<file path="src/rtl/fir_host_if_if.sv">
// Host register bus for the FIR host front end.
//   wr_en/wr_addr/wr_data : single-cycle write strobe with address and data
//   rd_en/rd_addr         : single-cycle read strobe with address
//   rd_data               : read data, registered, valid the cycle after rd_en
// master = bus host, slave = fir_host_if.
interface fir_host_if_if;
  logic        wr_en;
  logic [2:0]  wr_addr;
  logic [15:0] wr_data;
  logic        rd_en;
  logic [2:0]  rd_addr;
  logic [15:0] rd_data;

  modport master (
    output wr_en, wr_addr, wr_data, rd_en, rd_addr,
    input  rd_data
  );

  modport slave (
    input  wr_en, wr_addr, wr_data, rd_en, rd_addr,
    output rd_data
  );
endinterface

</file>
<file path="src/rtl/fir_host_if.sv">
// Host-side front end for the FIR filter core.
// Turns host register writes/reads into the core's dr/lc handshake, buffers
// one pending sample, sequences the four coefficient loads, and captures each
// filtered result.
//
// Ports:
//   clk, n_reset   : clock (rising edge), asynchronous active-low reset
//   bus            : host register bus (slave side)
//   modwait, err   : core busy / core error, from the FIR controller
//   fir_out        : datapath result register
//   dr, lc         : data ready / load coefficient to the core
//   sample_data    : sample presented to the datapath
//   fir_coeff      : coefficient presented to the datapath
//   result_valid   : unread result present (interrupt level)
//   state_dbg      : current FSM state encoding
//
// Core handshake: the front end raises dr (2 or 3 cycles) or lc (1 cycle) to
// hand work to the core, then treats the first cycle with modwait=0 as the
// core having finished that piece of work; err is sampled in that same cycle.
//
// Write map: 0 sample, 1..4 coef[0..3], 5 bit0=1 requests coefficient load,
//            6 clears err_flag and overrun, 7 ignored.
// Read map:  0 result (clears result_valid), 1 status, 2..5 coef[0..3],
//            6..7 zero.
module fir_host_if (
  input  logic             clk,
  input  logic             n_reset,
  fir_host_if_if.slave     bus,
  input  logic             modwait,
  input  logic             err,
  input  logic [15:0]      fir_out,
  output logic             dr,
  output logic             lc,
  output logic [15:0]      sample_data,
  output logic [15:0]      fir_coeff,
  output logic             result_valid,
  output logic [2:0]       state_dbg
);

  typedef enum logic [2:0] {
    S_IDLE     = 3'd0,
    S_DR       = 3'd1,
    S_CALC     = 3'd2,
    S_LC_PULSE = 3'd3,
    S_LC_BUSY  = 3'd4
  } state_t;

  state_t      state, state_nxt;
  logic [15:0] coef [4];
  logic [15:0] pend_data;
  logic [15:0] result;
  logic        pend_full;
  logic        load_req;
  logic        err_flag;
  logic        overrun;
  logic        dr_ext;
  logic [1:0]  idx;
  logic [1:0]  dr_cnt;

  logic        samp_wr;
  logic        load_go;
  logic        pop;
  logic        direct;
  logic        advance;
  logic        capture_ok;
  logic        capture_err;
  logic        loading;
  logic        busy;
  logic [15:0] status;
  logic [15:0] rd_mux;

  // Next state and handshake decode
  always_comb begin
    state_nxt = state;
    load_go   = 1'b0;
    pop       = 1'b0;
    case (state)
      S_IDLE: begin
        if (load_req && !err) begin
          load_go   = 1'b1;
          state_nxt = S_LC_PULSE;
        end else if (pend_full) begin
          pop       = 1'b1;
          state_nxt = S_DR;
        end else if (samp_wr) begin
          state_nxt = S_DR;
        end
      end
      // The hold is stretched by one cycle when the core was in its error
      // idle state during the first dr cycle.
      S_DR: begin
        if ((dr_cnt == 2'd1 && !dr_ext) || dr_cnt == 2'd2) state_nxt = S_CALC;
      end
      S_CALC: begin
        if (!modwait) state_nxt = S_IDLE;
      end
      S_LC_PULSE: state_nxt = S_LC_BUSY;
      S_LC_BUSY: begin
        if (!modwait) state_nxt = (idx == 2'd3) ? S_IDLE : S_LC_PULSE;
      end
      default: state_nxt = S_IDLE;
    endcase
  end

  assign samp_wr     = bus.wr_en && (bus.wr_addr == 3'd0);
  // A sample goes straight to the datapath only when nothing else is about
  // to start; otherwise it lands in the pending slot.
  assign direct      = samp_wr && (state == S_IDLE) && !load_go && !pend_full;
  assign advance     = (state == S_LC_BUSY) && !modwait && (idx != 2'd3);
  assign capture_ok  = (state == S_CALC) && !modwait && !err;
  assign capture_err = (state == S_CALC) && !modwait && err;
  assign loading     = (state == S_LC_PULSE) || (state == S_LC_BUSY);
  assign busy        = (state != S_IDLE) || pend_full;
  assign status      = {11'b0, overrun, load_req | loading, err_flag, result_valid, busy};
  assign dr          = (state == S_DR);
  assign lc          = (state == S_LC_PULSE);
  assign state_dbg   = state;

  always_comb begin
    rd_mux = 16'h0000;
    case (bus.rd_addr)
      3'd0:    rd_mux = result;
      3'd1:    rd_mux = status;
      3'd2:    rd_mux = coef[0];
      3'd3:    rd_mux = coef[1];
      3'd4:    rd_mux = coef[2];
      3'd5:    rd_mux = coef[3];
      default: rd_mux = 16'h0000;
    endcase
  end

  always_ff @(posedge clk or negedge n_reset) begin
    if (!n_reset) begin
      state        <= S_IDLE;
      for (int i = 0; i < 4; i++) coef[i] <= 16'h0000;
      pend_data    <= 16'h0000;
      pend_full    <= 1'b0;
      sample_data  <= 16'h0000;
      fir_coeff    <= 16'h0000;
      result       <= 16'h0000;
      result_valid <= 1'b0;
      load_req     <= 1'b0;
      err_flag     <= 1'b0;
      overrun      <= 1'b0;
      dr_ext       <= 1'b0;
      idx          <= 2'd0;
      dr_cnt       <= 2'd0;
      bus.rd_data  <= 16'h0000;
    end else begin
      state <= state_nxt;

      // Register writes
      if (bus.wr_en) begin
        case (bus.wr_addr)
          3'd1: coef[0] <= bus.wr_data;
          3'd2: coef[1] <= bus.wr_data;
          3'd3: coef[2] <= bus.wr_data;
          3'd4: coef[3] <= bus.wr_data;
          default: ;
        endcase
      end

      // Load request: a new request written in the same cycle it is
      // consumed survives and runs another load later.
      if (load_go) load_req <= 1'b0;
      if (bus.wr_en && bus.wr_addr == 3'd5 && bus.wr_data[0]) load_req <= 1'b1;

      // Sticky flags: a set in the same cycle as a clear wins.
      if (bus.wr_en && bus.wr_addr == 3'd6) begin
        err_flag <= 1'b0;
        overrun  <= 1'b0;
      end
      if (capture_err) err_flag <= 1'b1;

      // Sample buffer: pop first, then a same-cycle write refills the slot.
      if (pop) begin
        sample_data <= pend_data;
        pend_full   <= 1'b0;
      end
      if (direct) begin
        sample_data <= bus.wr_data;
      end else if (samp_wr) begin
        if (!pend_full || pop) begin
          pend_data <= bus.wr_data;
          pend_full <= 1'b1;
        end else begin
          overrun <= 1'b1;
        end
      end

      // dr hold length tracking
      if (state == S_DR) dr_cnt <= dr_cnt + 2'd1;
      else               dr_cnt <= 2'd0;
      if (state == S_DR && dr_cnt == 2'd0) dr_ext <= err;

      // Coefficient sequencing: the value is latched on entry to LC_PULSE
      // and held until the next entry.
      if (load_go) begin
        idx       <= 2'd0;
        fir_coeff <= coef[0];
      end else if (advance) begin
        idx       <= idx + 2'd1;
        fir_coeff <= coef[idx + 2'd1];
      end

      // Result capture beats a same-cycle read clear.
      if (capture_ok) begin
        result       <= fir_out;
        result_valid <= 1'b1;
      end else if (bus.rd_en && bus.rd_addr == 3'd0) begin
        result_valid <= 1'b0;
      end

      if (bus.rd_en) bus.rd_data <= rd_mux;
    end
  end

endmodule

</file>
<file path="src/flat_wrapper.sv">
// flat-port wrapper written by rule: the top's interface ports become plain ports
module fir_host_if_flat 
  (clk, n_reset, modwait, err, fir_out, dr, lc, sample_data, fir_coeff, result_valid, state_dbg, bus_wr_en, bus_wr_addr, bus_wr_data, bus_rd_en, bus_rd_addr, bus_rd_data);
  fir_host_if_if bus_i ();
  input  logic clk;
  input  logic n_reset;
  input  logic modwait;
  input  logic err;
  input  logic [15:0] fir_out;
  output logic dr;
  output logic lc;
  output logic [15:0] sample_data;
  output logic [15:0] fir_coeff;
  output logic result_valid;
  output logic [2:0] state_dbg;
  input wire logic [$bits(bus_i.wr_en)-1:0] bus_wr_en;
  input wire logic [$bits(bus_i.wr_addr)-1:0] bus_wr_addr;
  input wire logic [$bits(bus_i.wr_data)-1:0] bus_wr_data;
  input wire logic [$bits(bus_i.rd_en)-1:0] bus_rd_en;
  input wire logic [$bits(bus_i.rd_addr)-1:0] bus_rd_addr;
  output wire logic [$bits(bus_i.rd_data)-1:0] bus_rd_data;
  assign bus_i.wr_en = bus_wr_en;
  assign bus_i.wr_addr = bus_wr_addr;
  assign bus_i.wr_data = bus_wr_data;
  assign bus_i.rd_en = bus_rd_en;
  assign bus_i.rd_addr = bus_rd_addr;
  assign bus_rd_data = bus_i.rd_data;
  fir_host_if u_core (.clk(clk), .n_reset(n_reset), .bus(bus_i), .modwait(modwait), .err(err), .fir_out(fir_out), .dr(dr), .lc(lc), .sample_data(sample_data), .fir_coeff(fir_coeff), .result_valid(result_valid), .state_dbg(state_dbg));
endmodule
</file>
<file path="config.mk">
export PLATFORM = sky130hd
export DESIGN_NAME = fir_host_if_flat
export DESIGN_NICKNAME = d
export VERILOG_FILES = /design/src/rtl/fir_host_if_if.sv /design/src/rtl/fir_host_if.sv /design/src/flat_wrapper.sv
export SDC_FILE = /design/constraint.sdc
export NUM_CORES = 1
export LEC_CHECK = 0
export ABC_AREA = 1
export CAP_MARGIN = 20
export CORE_ASPECT_RATIO = 2
export CORE_MARGIN = 2
export CORE_UTILIZATION = 45
export CTS_CLUSTER_DIAMETER = 100
export DETAILED_ROUTE_END_ITERATION = 10
export PLACE_DENSITY = 0.7
export SYNTH_ARGS = -nofsm -noshare
export SYNTH_HDL_FRONTEND = slang
export SYNTH_SLANG_ARGS = --single-unit
</file>
<file path="constraint.sdc">
create_clock -name clk -period 1.4 [get_ports clk]
set_input_delay 0.28 -clock clk [delete_from_list [all_inputs] [get_ports clk]]
set_output_delay 0.28 -clock clk [all_outputs]
set_load 0.02 [all_outputs]
</file>
# Word-level counts from Yosys, hierarchy flattened
# Index checks and enable logic that the tools add are counted.
[word_totals]
reg_bits = 157
word_cells = 126
output_inout_bits = 54
[op_classes]
n_eq_ne = 23
n_reduce_logical = 41
bitwise = 3
n_lt_le_gt_ge = 1
muxes = 38
add_sub_neg = 2
[op_table]
columns = ["cell", "count"]
rows = [
  ["$mux W16", 6],
  ["$pmux W16 S6", 1],
  ["$bmux W16 S2", 1],
  ["$mux W1", 19],
  ["$eq A3 B2 Y1 const B", 6],
  ["$eq A3 B3 Y1 const B", 6],
  ["$mux W3", 6],
  ["$logic_and A1 B1 Y1", 16],
  ["$pmux W3 S5", 1],
  ["$reduce_bool A2 Y1", 5],
  ["$eq A3 B1 Y1 const B", 3],
  ["$logic_not A3 Y1", 3],
  ["$mux W2", 4],
  ["$reduce_and A2 Y1", 4],
  ["$ne A2 B2 Y1 const B", 3],
  ["$logic_not A1 Y1", 5],
  ["$add A2 B1 Y2 const B", 2],
  ["$eq A2 B2 Y1 const B", 2],
  ["$logic_or A1 B1 Y1", 4],
  ["$ne A4 B1 Y1 const B", 1],
  ["$reduce_and A4 Y1", 1],
  ["$ge A3 B3 Y1 const B", 1],
  ["$not A2 Y3", 1],
  ["$reduce_and A3 Y1", 1],
  ["6 further kinds", 6],
]

# Longest topological paths before layout
# Gate-level depths: netlist of run 1.
[logic_depth]
word_depth = 9
depth_mapped = 10
depth_no_buf = 9

# Worst setup path before layout of run 1
# Ideal clock, no wire load.
[synth_timing]
kind = "register to register"
start = "register u_core.state[1] (netlist: u_core.state_dbg[1])"
end = "register u_core.sample_data[10]"
arrival_time_ns = 1.408
setup_slack_ns = -0.125
stages_incl_launch_ff = 8
cell_sequence = "dfrtp_1 nor2_4 nand3_4 a21oi_4 inv_4 buf_6 nand2_1 nand2_1"
[synth_between]
elab_chain_len = 6
word_cells_on_any_way = 9
cone_classes = "3 x mux; 6 x reduce/logical"
[synth_lines]
columns = ["item", "line", "rtl"]
rows = [
  ["from (decl)", "fir_host_if.sv:48", "state_t state, state_nxt;"],
  ["from (signal assigned)", "fir_host_if.sv:150", "state <= state_nxt;"],
  ["$logic_not A3 Y1 (*)", "fir_host_if.sv:77, fir_host_if.sv:108", ""],
  ["$mux W1", "fir_host_if.sv:77", "case (state)"],
  ["$logic_not A1 Y1", "fir_host_if.sv:108", "assign direct = samp_wr && (state == S_IDLE) && !load_go && !pend_full;"],
  ["$logic_and A1 B1 Y1 (2 in a row)", "fir_host_if.sv:108", ""],
  ["$mux W16 or $reduce_bool A2 Y1 (tied branches)", "n/a", ""],
  ["to (signal assigned)", "fir_host_if.sv:177", "sample_data <= pend_data;"],
  ["to (signal assigned)", "fir_host_if.sv:181", "sample_data <= bus.wr_data;"],
  ["to (decl)", "fir_host_if.sv:34", "output logic [15:0] sample_data,"],
]
# Mark *: on every way between the ends. The rest lies on a longest branch, timed or not.
# A chain may end at the register's enable or synchronous reset.

# Worst setup path in the final report of run 1
[layout_timing]
start = "register u_core.state[0] (netlist: u_core.state_dbg[0])"
end = "register u_core.fir_coeff[5]"
[layout_between]
elab_chain_len = 4
word_cells_on_any_way = 7
cone_classes = "1 x eq/ne; 2 x mux; 4 x reduce/logical"
[layout_lines]
columns = ["item", "line", "rtl"]
rows = [
  ["$eq A3 B3 Y1", "fir_host_if.sv:109", "assign advance = (state == S_LC_BUSY) && !modwait && (idx != 2'd3);"],
  ["$logic_and A1 B1 Y1 (2 in a row)", "fir_host_if.sv:109", ""],
  ["$reduce_bool A2 Y1 (no line)", "n/a", ""],
  ["to (signal assigned)", "fir_host_if.sv:200", "fir_coeff <= coef[0];"],
  ["to (signal assigned)", "fir_host_if.sv:203", "fir_coeff <= coef[idx + 2'd1];"],
  ["to (decl)", "fir_host_if.sv:35", "output logic [15:0] fir_coeff,"],
]
# Parallel ways exist; a longest one is shown, timed or not.

==> flow_metrics.env, run 1 <==
export IMPL_ys_warn_count=0
export IMPL_final_cell_mix="288 x nand2_1, 154 x dfrtp_1, 116 x o21ai_0, 101 x inv_1, 81 x buf_4"
export IMPL_io_pins=98
export IMPL_fin_ws_ns=-0.170
export IMPL_tightestPinTransition_ns=0.397
export IMPL_multi_input_area_um2=3540
export IMPL_synthFlopType="dfrtp_1"
export IMPL_regToRegSetupSlack_ns=-0.17
export IMPL_clock_latency_ns=0.43
export IMPL_period_share=1.12
export IMPL_setup_tns_ns=-5.43
export IMPL_vias=7692
export IMPL_worst_r2r_path_depth=8
export IMPL_chipWidth_um=96.9
export IMPL_drt_pass1_iterations=5
export IMPL_grt_pass1_wl_um=38600
export IMPL_synth_seq_cells=157
export IMPL_antenna_found_initial=0
export IMPL_insertedDiodeCount=0
export IMPL_cts_buffer_depth=2
export IMPL_initial_core_util=0.455
export IMPL_critPathMaxStageDelay_ns=0.44
export IMPL_initialDrtViolationCount=602
export IMPL_startpoint_type="register"
export IMPL_setup_viol_count_final=59
export IMPL_drt_wl_total_um=26400
export IMPL_violations="setup timing"
export IMPL_post_place_ws_ns=-0.543
export IMPL_grt_usage=0.265
export IMPL_cts_htree_levels=4
export IMPL_antenna_left=0
export IMPL_vias_per_cell=5.44
export IMPL_grt_overflow_total=0
export IMPL_async_flop_share=1.00
export IMPL_cp_end_kind="register"
export IMPL_synth_top_cell_area_share=0.505
export IMPL_cts_tree="yes"
export IMPL_syn_area_per_cell_um2=7.74
export IMPL_final_common_cell="nand2_1"
export IMPL_final_core_util=0.649
export IMPL_cp_data_arrival_time_ns=1.94
export IMPL_cts_sinks=157
export IMPL_hold_ws_ns=0.297
export IMPL_path_max_fanout=6
export IMPL_hold_viol=0
export IMPL_wire_per_inst_um=18.7
export IMPL_final_layout_size_suffix_gt1_frac=0.255
export IMPL_power_density_nw_per_um2=1920
export IMPL_route_detailed_drc=0
export IMPL_gp_congestion=0.941
export IMPL_synth_nets=1052
export IMPL_seq_area_frac_synth=0.505
export IMPL_cp_slowest_cell="dfrtp_2"
export IMPL_yosysTopAreaCell="dfrtp_1"
export IMPL_worstPathRequired_ns=1.77
export IMPL_num_rows=68
export IMPL_finalCriticalPeriod_ns=1.57
export IMPL_timing_rr_start="u_core.state_dbg[0]"
export IMPL_rsz0062_at_grt="true"
export IMPL_core_area_um2=17100
export IMPL_hold_path_class="in -> async"
export IMPL_syn_inst=1004
export IMPL_fin_skew_ns=0.00969
export IMPL_clock_root_buffer="clkbuf_16"
export IMPL_ff_latch_area_um2=3930
export IMPL_synth_edf_count=0
export IMPL_max_freq_mhz=637
export IMPL_die_area_um2=18400
export IMPL_die_y_um=190
export IMPL_grt_max_degree=42
export IMPL_maxCapViolCount=0
export IMPL_peakVddDrop_v=0.00133
export IMPL_cts_clk_slew_worst_paths_ns=0.07
export IMPL_ys_types=29
export IMPL_worstSetupPathType="reg -> reg"
export IMPL_crit_chain="nor2_4 -> buf_12 -> nand3_4 -> buf_12 -> nand2_8 -> clkbuf_16 -> nand3_2 -> nand2_1"
export IMPL_power_leakage_nw=5.53
export IMPL_status="finished, violations left"
export IMPL_grt_pass1_vias=7386
export IMPL_cp_common_cell="buf_12"
export IMPL_max_slew_margin=0.735
export IMPL_yosys_top_cells_area="dfrtp_1 51%, nand2_1 15%, o21ai_0 9.5%"
export IMPL_reg2reg_to="u_core.fir_coeff[5]"
export IMPL_cts_buffers=17
export IMPL_dp_hpwl_um=17400
export IMPL_syn_area_um2=7770
export IMPL_fin_nets=1240
export IMPL_fill_cells=1419
export IMPL_final_max_slew_viol_count=0
export IMPL_syn2layout_area_growth_pct=42.8
export IMPL_port_buffers=97
==> state kept, by name, summed over array words and instances (netlist names) <==
| name | flops |
|---|---|
| u_core.bus.rd_data | 16 |
| u_core.coef | 64 |
| u_core.dr_cnt | 2 |
| u_core.dr_ext | 1 |
| u_core.err_flag | 1 |
| u_core.fir_coeff | 16 |
| u_core.idx | 2 |
| u_core.load_req | 1 |
| u_core.overrun | 1 |
| u_core.pend_data | 16 |
| u_core.pend_full | 1 |
| u_core.result | 16 |
| u_core.result_valid | 1 |
| u_core.sample_data | 16 |
| u_core.state_dbg | 3 |
==> final cells by class <==
type,instances,area share
clock inverters,15,0.0179
well taps,210,0.0237
repair inverters,2,0.00248
flip-flops and latches,157,0.354
repair buffers,219,0.203
multi-input cells,683,0.319
inverters,112,0.0412
clock buffers,17,0.0383
==> cells in the mapped netlist (3+ instances only) <==
master / n
nor2_4: 3
nor2_1: 49
inv_1: 107
nand4_1: 27
a21oi_1: 24
inv_2: 3
buf_1: 3
buf_4: 3
clkbuf_1: 27
buf_6: 6
o21ai_0: 148
nor2_2: 5
o211ai_1: 8
dfrtp_1: 157
nand3_1: 86
nand2_4: 3
nor3_1: 3
nand2_1: 313
nand3_2: 3
buf_2: 13
ha_1: 4
==> logic make-up (layout without fill, tap and decap cells) <==
family | Yosys count | after routing | share of synthesized area
flops | 157 | 157 | 0.505
fa+ha+maj | 4 | 4 | 0.00644
simple gates | 495 | 495 | 0.276
buf+inv | 164 | 365 | 0.0888
compound gates | 184 | 184 | 0.123
==> worst max-delay path by stage <==
stage,startpoint,endpoint,slack (ns),cells after the start
global route,u_core.state_dbg[2],u_core.pend_data[7],-0.20,9
CTS,u_core.state_dbg[1],dr,-0.11,4
finish,u_core.state_dbg[0],u_core.fir_coeff[5],-0.17,8
detailed placement,bus_rd_addr[2],u_core.bus.rd_data[12],-0.54,9
global placement,bus_rd_addr[2],u_core.bus.rd_data[12],-0.52,9
floorplan,u_core.state_dbg[0],u_core.sample_data[10],-0.09,7
==> where the power goes <==
group | switching (mW) | total (mW) | internal, mW | leakage (nW)
Combinational | 5.31 | 9.48 | 4.17 | 3.25
Sequential | 1.02 | 6.91 | 5.89 | 1.99
Clock | 2.11 | 4.98 | 2.88 | 0.297
Total | 8.44 | 21.4 | 12.9 | 5.53
==> timing repair <==
action	4_1_cts	5_1_grt
pin swaps	11	38
resized for setup	184	149
hold buffers	1	0
buffers inserted	5	15
endpoints found under the hold margin	20	0
gates cloned	1	10
endpoints found under the setup margin	116	114
==> layer usage <==
layer,up-vias,track usage,share of wire
met5,-,0,0
met4,0,0.120,0.050
met3,74,0.0331,0.052
met2,317,0.469,0.52
met1,3692,0.321,0.38
li1,3609,-,-
==> critical path, delay by kind of cell (launching register included) <==
kind / cells / cell delay, ns
DFF: 1 / 0.44
buffers and inverters: 3 / 0.48
and+or+nand+nor: 5 / 0.59
==> stage by stage <==
step / cell area [um2] / instances / power (mW)
floorplan: 7800 / 1004 / 11.0
global placement: 9650 / 1352 / 14.0
detailed placement: 9650 / 1352 / 14.2
CTS: 10500 / 1391 / 19.6
global route: 11100 / 1415 / 22.4
finish: 11100 / 1415 / 21.4
Power figures use the tool's default switching activity.
==> run 2: changes to the inputs <==
--- a/config.mk
+++ b/config.mk
@@ -12,7 +12,7 @@
 export CORE_UTILIZATION = 45
 export CTS_CLUSTER_DIAMETER = 100
 export DETAILED_ROUTE_END_ITERATION = 10
-export PLACE_DENSITY = 0.7
+export DONT_BUFFER_PORTS = 1
 export SYNTH_ARGS = -nofsm -noshare
 export SYNTH_HDL_FRONTEND = slang
 export SYNTH_SLANG_ARGS = --single-unit
==> flow_metrics.env, run 2 (same netlist as run 1, synthesis figures left out) <==
export IMPL_hold_viol=157
export IMPL_grt_pass1_vias=7307
export IMPL_num_rows=68
export IMPL_cts_tree="yes"
export IMPL_cts_clk_slew_worst_paths_ns=0.07
export IMPL_final_common_cell="nand2_1"
export IMPL_period_share=1.17
export IMPL_largest_register="u_core.coef"
export IMPL_largest_reg_flops=64
export IMPL_setup_viol_count_final=74
export IMPL_placed_cell_area_um2=8380
export IMPL_final_cell_area_um2=10300
export IMPL_chipWidth_um=96.9
export IMPL_die_y_um=190
export IMPL_wire_per_inst_um=19.4
export IMPL_dp_cells=1222
export IMPL_hold_ws_ns=-0.454
export IMPL_power_mw=18.9
export IMPL_final_cell_mix="273 x nand2_1, 155 x dfrtp_1, 130 x o21ai_0, 103 x inv_1, 51 x nand3_1"
export IMPL_vias=7341
export IMPL_status="finished, violations left"
export IMPL_cp_end_kind="register"
export IMPL_maxCapViolCount=0
export IMPL_grt_usage=0.284
export IMPL_path_max_fanout=7
export IMPL_peakVddDrop_v=0.00130
export IMPL_antenna_found_initial=0
export IMPL_final_layout_size_suffix_gt1_frac=0.214
export IMPL_clock_latency_ns=0.44
export IMPL_cp_data_arrival_time_ns=2.01
export IMPL_fin_cells=1325
export IMPL_drt_wl_total_um=25700
export IMPL_initialDrtViolationCount=629
export IMPL_grt_overflow_total=0
export IMPL_cts_buffer_depth=2
export IMPL_cts_sinks=157
export IMPL_io_pins=98
export IMPL_power_density_nw_per_um2=1840
export IMPL_worstSetupPathType="reg -> reg"
export IMPL_syn2layout_area_growth_pct=32.2
export IMPL_cts_buffers=17
export IMPL_fill_cells=1486
export IMPL_max_slew_margin=0.698
export IMPL_gp_congestion=0.880
export IMPL_worstPathRequired_ns=1.78
export IMPL_violations="hold timing, setup timing"
export IMPL_final_core_util=0.601
export IMPL_hold_buffers=35
export IMPL_grt_max_degree=158
export IMPL_drt_pass1_iterations=6
export IMPL_fin_ws_ns=-0.233
export IMPL_power_leakage_nw=5.05
export IMPL_rsz0062_at_grt="true"
export IMPL_die_area_um2=18400
export IMPL_cts_htree_levels=4
export IMPL_hold_path_class="in -> async"
export IMPL_regToRegSetupSlack_ns=-0.23
export IMPL_route_detailed_drc=0
export IMPL_fin_skew_ns=0.0138
export IMPL_tightestPinTransition_ns=0.453
export IMPL_insertedDiodeCount=0
export IMPL_core_area_um2=17100
export IMPL_initial_core_util=0.455
export IMPL_final_max_slew_viol_count=0
export IMPL_clock_root_buffer="clkbuf_16"
export IMPL_max_freq_mhz=612
export IMPL_startpoint_type="register"
export IMPL_finalCriticalPeriod_ns=1.63
export IMPL_grt_pass1_wl_um=40200
export IMPL_port_buffers=0
export IMPL_dp_hpwl_um=16200
export IMPL_fin_nets=1150
export IMPL_vias_per_cell=5.54
export IMPL_antenna_left=0
-- run 2: final timing paths --
check	start	cells past startpoint	to
worst max-delay path	u_core.state_dbg[1]	9	u_core.fir_coeff[0]
worst min-delay path	n_reset	0	u_core.bus.rd_data[12]
worst max register to register	u_core.state_dbg[1]	9	u_core.fir_coeff[0]
worst min register to register	u_core.dr_cnt[0]	1	u_core.dr_cnt[0]
max in group asynchronous	n_reset	0	u_core.pend_data[7]
min in group clk	bus_rd_en	2	u_core.bus.rd_data[4]
-- run 2: report_power, final --
part / internal, mW / leakage, nW / switching, mW
Clock: 2.48 / 0.264 / 2.01
Sequential: 5.89 / 1.99 / 1.62
Combinational: 2.99 / 2.80 / 3.95
Total: 11.3 / 5.05 / 7.58
-- run 2: area by class of cell --
| cell class | count | area (um2) | share of cell area |
|---|---|---|---|
| flip-flops and latches | 157 | 3930 | 0.383 |
| multi-input cells | 683 | 3560 | 0.346 |
| repair buffers | 126 | 1470 | 0.143 |
| inverters | 112 | 450 | 0.0438 |
| clock buffers | 18 | 429 | 0.0418 |
| well taps | 210 | 263 | 0.0256 |
| clock inverters | 14 | 135 | 0.0131 |
| repair inverters | 5 | 38.8 | 0.00377 |
-- run 2: metal layers --
| layer | vias up | part of all wire | global-route usage |
|---|---|---|---|
| li1 | 3447 | - | - |
| met1 | 3551 | 0.37 | 0.322 |
| met2 | 278 | 0.52 | 0.491 |
| met3 | 65 | 0.052 | 0.0558 |
| met4 | 0 | 0.060 | 0.170 |
| met5 | - | 0 | 0 |
-- run 2: repair_timing --
item,CTS,global route
endpoints found under the hold margin,198,157
resized for setup,97,57
setup endpoints to repair,68,75
cloned,11,1
pin swaps,14,34
setup buffers,16,8
-- run 2: worst max-delay path, cell delays in order, from the launching register on --
cell     delay, ns
dfrtp_2       0.42
buf_6         0.12
nor2_4        0.14
buf_6         0.14
nand3_4       0.12
buf_6         0.17
nand2_8       0.16
buf_12        0.15
nand3_4       0.08
nand2_1       0.06
-- run 2: through the flow --
| stage | TNS (ns) | worst slack [ns] |
|---|---|---|
| 2_1_floorplan | -2.15 | -0.0917 |
| 3_3_place_gp | -1.85 | -0.0940 |
| 3_5_place_dp | -2.73 | -0.123 |
| 4_1_cts | -11.38 | -0.231 |
| 5_1_grt | -16.75 | -0.309 |
| 6_report | -12.83 | -0.233 |
==> run 3: changes to the inputs <==
--- a/config.mk
+++ b/config.mk
@@ -9,10 +9,11 @@
 export CAP_MARGIN = 20
 export CORE_ASPECT_RATIO = 2
 export CORE_MARGIN = 2
-export CORE_UTILIZATION = 45
+export CORE_UTILIZATION = 53
 export CTS_CLUSTER_DIAMETER = 100
 export DETAILED_ROUTE_END_ITERATION = 10
 export DONT_BUFFER_PORTS = 1
+export PLACE_DENSITY = 0.71
 export SYNTH_ARGS = -nofsm -noshare
 export SYNTH_HDL_FRONTEND = slang
 export SYNTH_SLANG_ARGS = --single-unit
==> flow_metrics.env, run 3 (same netlist as run 1, synthesis figures left out) <==
export IMPL_num_rows=62
export IMPL_grt_max_degree=158
export IMPL_core_area_um2=14400
export IMPL_fill_cells=1205
export IMPL_timing_rr_start="u_core.state_dbg[1]"
export IMPL_dp_cells=1206
export IMPL_cts_buffer_depth=2
export IMPL_final_layout_size_suffix_gt1_frac=0.156
export IMPL_rsz0062_at_grt="true"
export IMPL_cts_htree_levels=4
export IMPL_cts_clk_slew_worst_paths_ns=0.07
export IMPL_fin_nets=1129
export IMPL_hold_ws_ns=-0.458
export IMPL_peakVddDrop_v=0.00105
export IMPL_cp_end_kind="register"
export IMPL_drt_wl_total_um=23700
export IMPL_fin_skew_ns=0.00927
export IMPL_crit_buf_inv=4
export IMPL_largest_register="u_core.coef"
export IMPL_dp_hpwl_um=15500
export IMPL_insertedDiodeCount=0
export IMPL_power_mw=18.9
export IMPL_cts_sinks=157
export IMPL_cp_depth=9
export IMPL_vias=7218
export IMPL_fin_ws_ns=-0.223
export IMPL_path_max_fanout=6
export IMPL_maxCapViolCount=0
export IMPL_cp_data_arrival_time_ns=1.99
export IMPL_finalCriticalPeriod_ns=1.62
export IMPL_hold_viol=157
export IMPL_final_core_util=0.678
export IMPL_initial_core_util=0.542
export IMPL_drt_pass1_iterations=5
export IMPL_critPathLaunch="u_core.state_dbg[1]"
export IMPL_final_max_slew_viol_count=0
export IMPL_die_area_um2=15700
export IMPL_cp_slowest_cell="dfrtp_2"
export IMPL_fin_cells=1286
export IMPL_final_common_cell="nand2_1"
export IMPL_worstPathRequired_ns=1.76
export IMPL_hold_path_class="in -> async"
export IMPL_chipWidth_um=89.6
export IMPL_grt_pass1_vias=7093
export IMPL_cp_endpoint="u_core.fir_coeff[10]"
export IMPL_critPathMaxStageDelay_ns=0.40
export IMPL_reg2reg_to="u_core.fir_coeff[10]"
export IMPL_grt_pass1_wl_um=36400
export IMPL_setup_viol_count_final=58
export IMPL_antenna_found_initial=0
export IMPL_die_y_um=175
export IMPL_final_cell_mix="309 x nand2_1, 155 x dfrtp_1, 131 x o21ai_0, 104 x inv_1, 62 x nand3_1"
export IMPL_startpoint_type="register"
export IMPL_clock_latency_ns=0.44
export IMPL_tightestPinTransition_ns=0.503
export IMPL_cp_top_family="buffers and inverters"
export IMPL_grt_usage=0.306
export IMPL_gp_congestion=1.04
export IMPL_route_detailed_drc=0
export IMPL_syn2layout_area_growth_pct=25.2
export IMPL_power_leakage_nw=4.91
export IMPL_clock_root_buffer="clkbuf_16"
export IMPL_initialDrtViolationCount=655
export IMPL_max_slew_margin=0.661
export IMPL_max_freq_mhz=616
export IMPL_status="finished, violations left"
export IMPL_antenna_left=0
export IMPL_period_share=1.16
export IMPL_grt_overflow_total=0
export IMPL_violations="hold timing, setup timing"
export IMPL_worstSetupPathType="reg -> reg"
export IMPL_wire_per_inst_um=18.4
export IMPL_regToRegSetupSlack_ns=-0.22
export IMPL_vias_per_cell=5.61
export IMPL_io_pins=98
export IMPL_cts_tree="yes"
export IMPL_largest_reg_flops=64
export IMPL_power_density_nw_per_um2=1940
export IMPL_port_buffers=0
export IMPL_cts_buffers=17
export IMPL_crit_chain="buf_4 -> nor2_4 -> buf_6 -> nand3_4 -> buf_6 -> buf_16 -> nand3_2 -> nand3_2 -> nand2_1"
export IMPL_worst_r2r_path_depth=9
==> run 3: layer usage <==
metal / wire length, um / share of wire / vias up / GRT usage
li1: - / - / 3404 / -
met1: 8740 / 0.37 / 3411 / 0.363
met2: 12300 / 0.52 / 314 / 0.515
met3: 1270 / 0.054 / 89 / 0.0522
met4: 1320 / 0.056 / 0 / 0.157
met5: 0 / 0 / - / 0
==> run 3: final cells by class <==
cell class / instances / area, um2 / share of cell area
Tap cell: 192 / 240 / 0.0247
Sequential cell: 157 / 3930 / 0.404
Timing Repair Buffer: 109 / 1210 / 0.124
Clock inverter: 15 / 126 / 0.0130
Clock buffer: 17 / 425 / 0.0437
Inverter: 112 / 440 / 0.0452
Multi-Input combinational cell: 684 / 3370 / 0.346
==> run 3: stage by stage <==
stage / area [um2] / setup slack [ns] / TNS (ns)
detailed placement: 8370 / -0.151 / -4.65
floorplan: 7800 / -0.0917 / -2.15
global placement: 8370 / -0.0977 / -3.07
finish: 9740 / -0.223 / -8.65
global route: 9740 / -0.272 / -14.33
CTS: 9420 / -0.200 / -7.98
==> run 3: repair_timing <==
action                                  4_1_cts  5_1_grt
hold endpoints to repair                    191      158
cloned                                        2        3
hold buffers                                 27        1
pin swaps                                     4       25
gates resized for setup                      35       46
buffers inserted                             10        5
endpoints found under the setup margin       53       74
==> run 3: power breakdown <==
part           total (mW)  leakage [nW]  switching [mW]  internal, mW
logic                7.02          2.66            4.01          3.01
registers            7.47          1.99            1.58          5.89
clock network        4.37         0.264            2.05          2.32
==> run 3: worst min path at each step <==
stage,slack (ns),depth (start not counted),to,from
after floorplan,-0.02,0,u_core.bus.rd_data[0],n_reset
after global placement,-0.009,0,u_core.fir_coeff[0],n_reset
after detailed placement,-0.009,0,u_core.fir_coeff[4],n_reset
after CTS,-0.46,0,u_core.result[1],n_reset
after global routing,-0.47,0,u_core.bus.rd_data[0],n_reset
final,-0.46,0,u_core.idx[0],n_reset
==> run 3: worst reg2reg max path, stage by stage (launching register included) <==
cell	delay [ns]
dfrtp_2	0.40
buf_4	0.14
nor2_4	0.15
buf_6	0.13
nand3_4	0.16
buf_6	0.19
buf_16	0.13
nand3_2	0.08
nand3_2	0.10
nand2_1	0.09
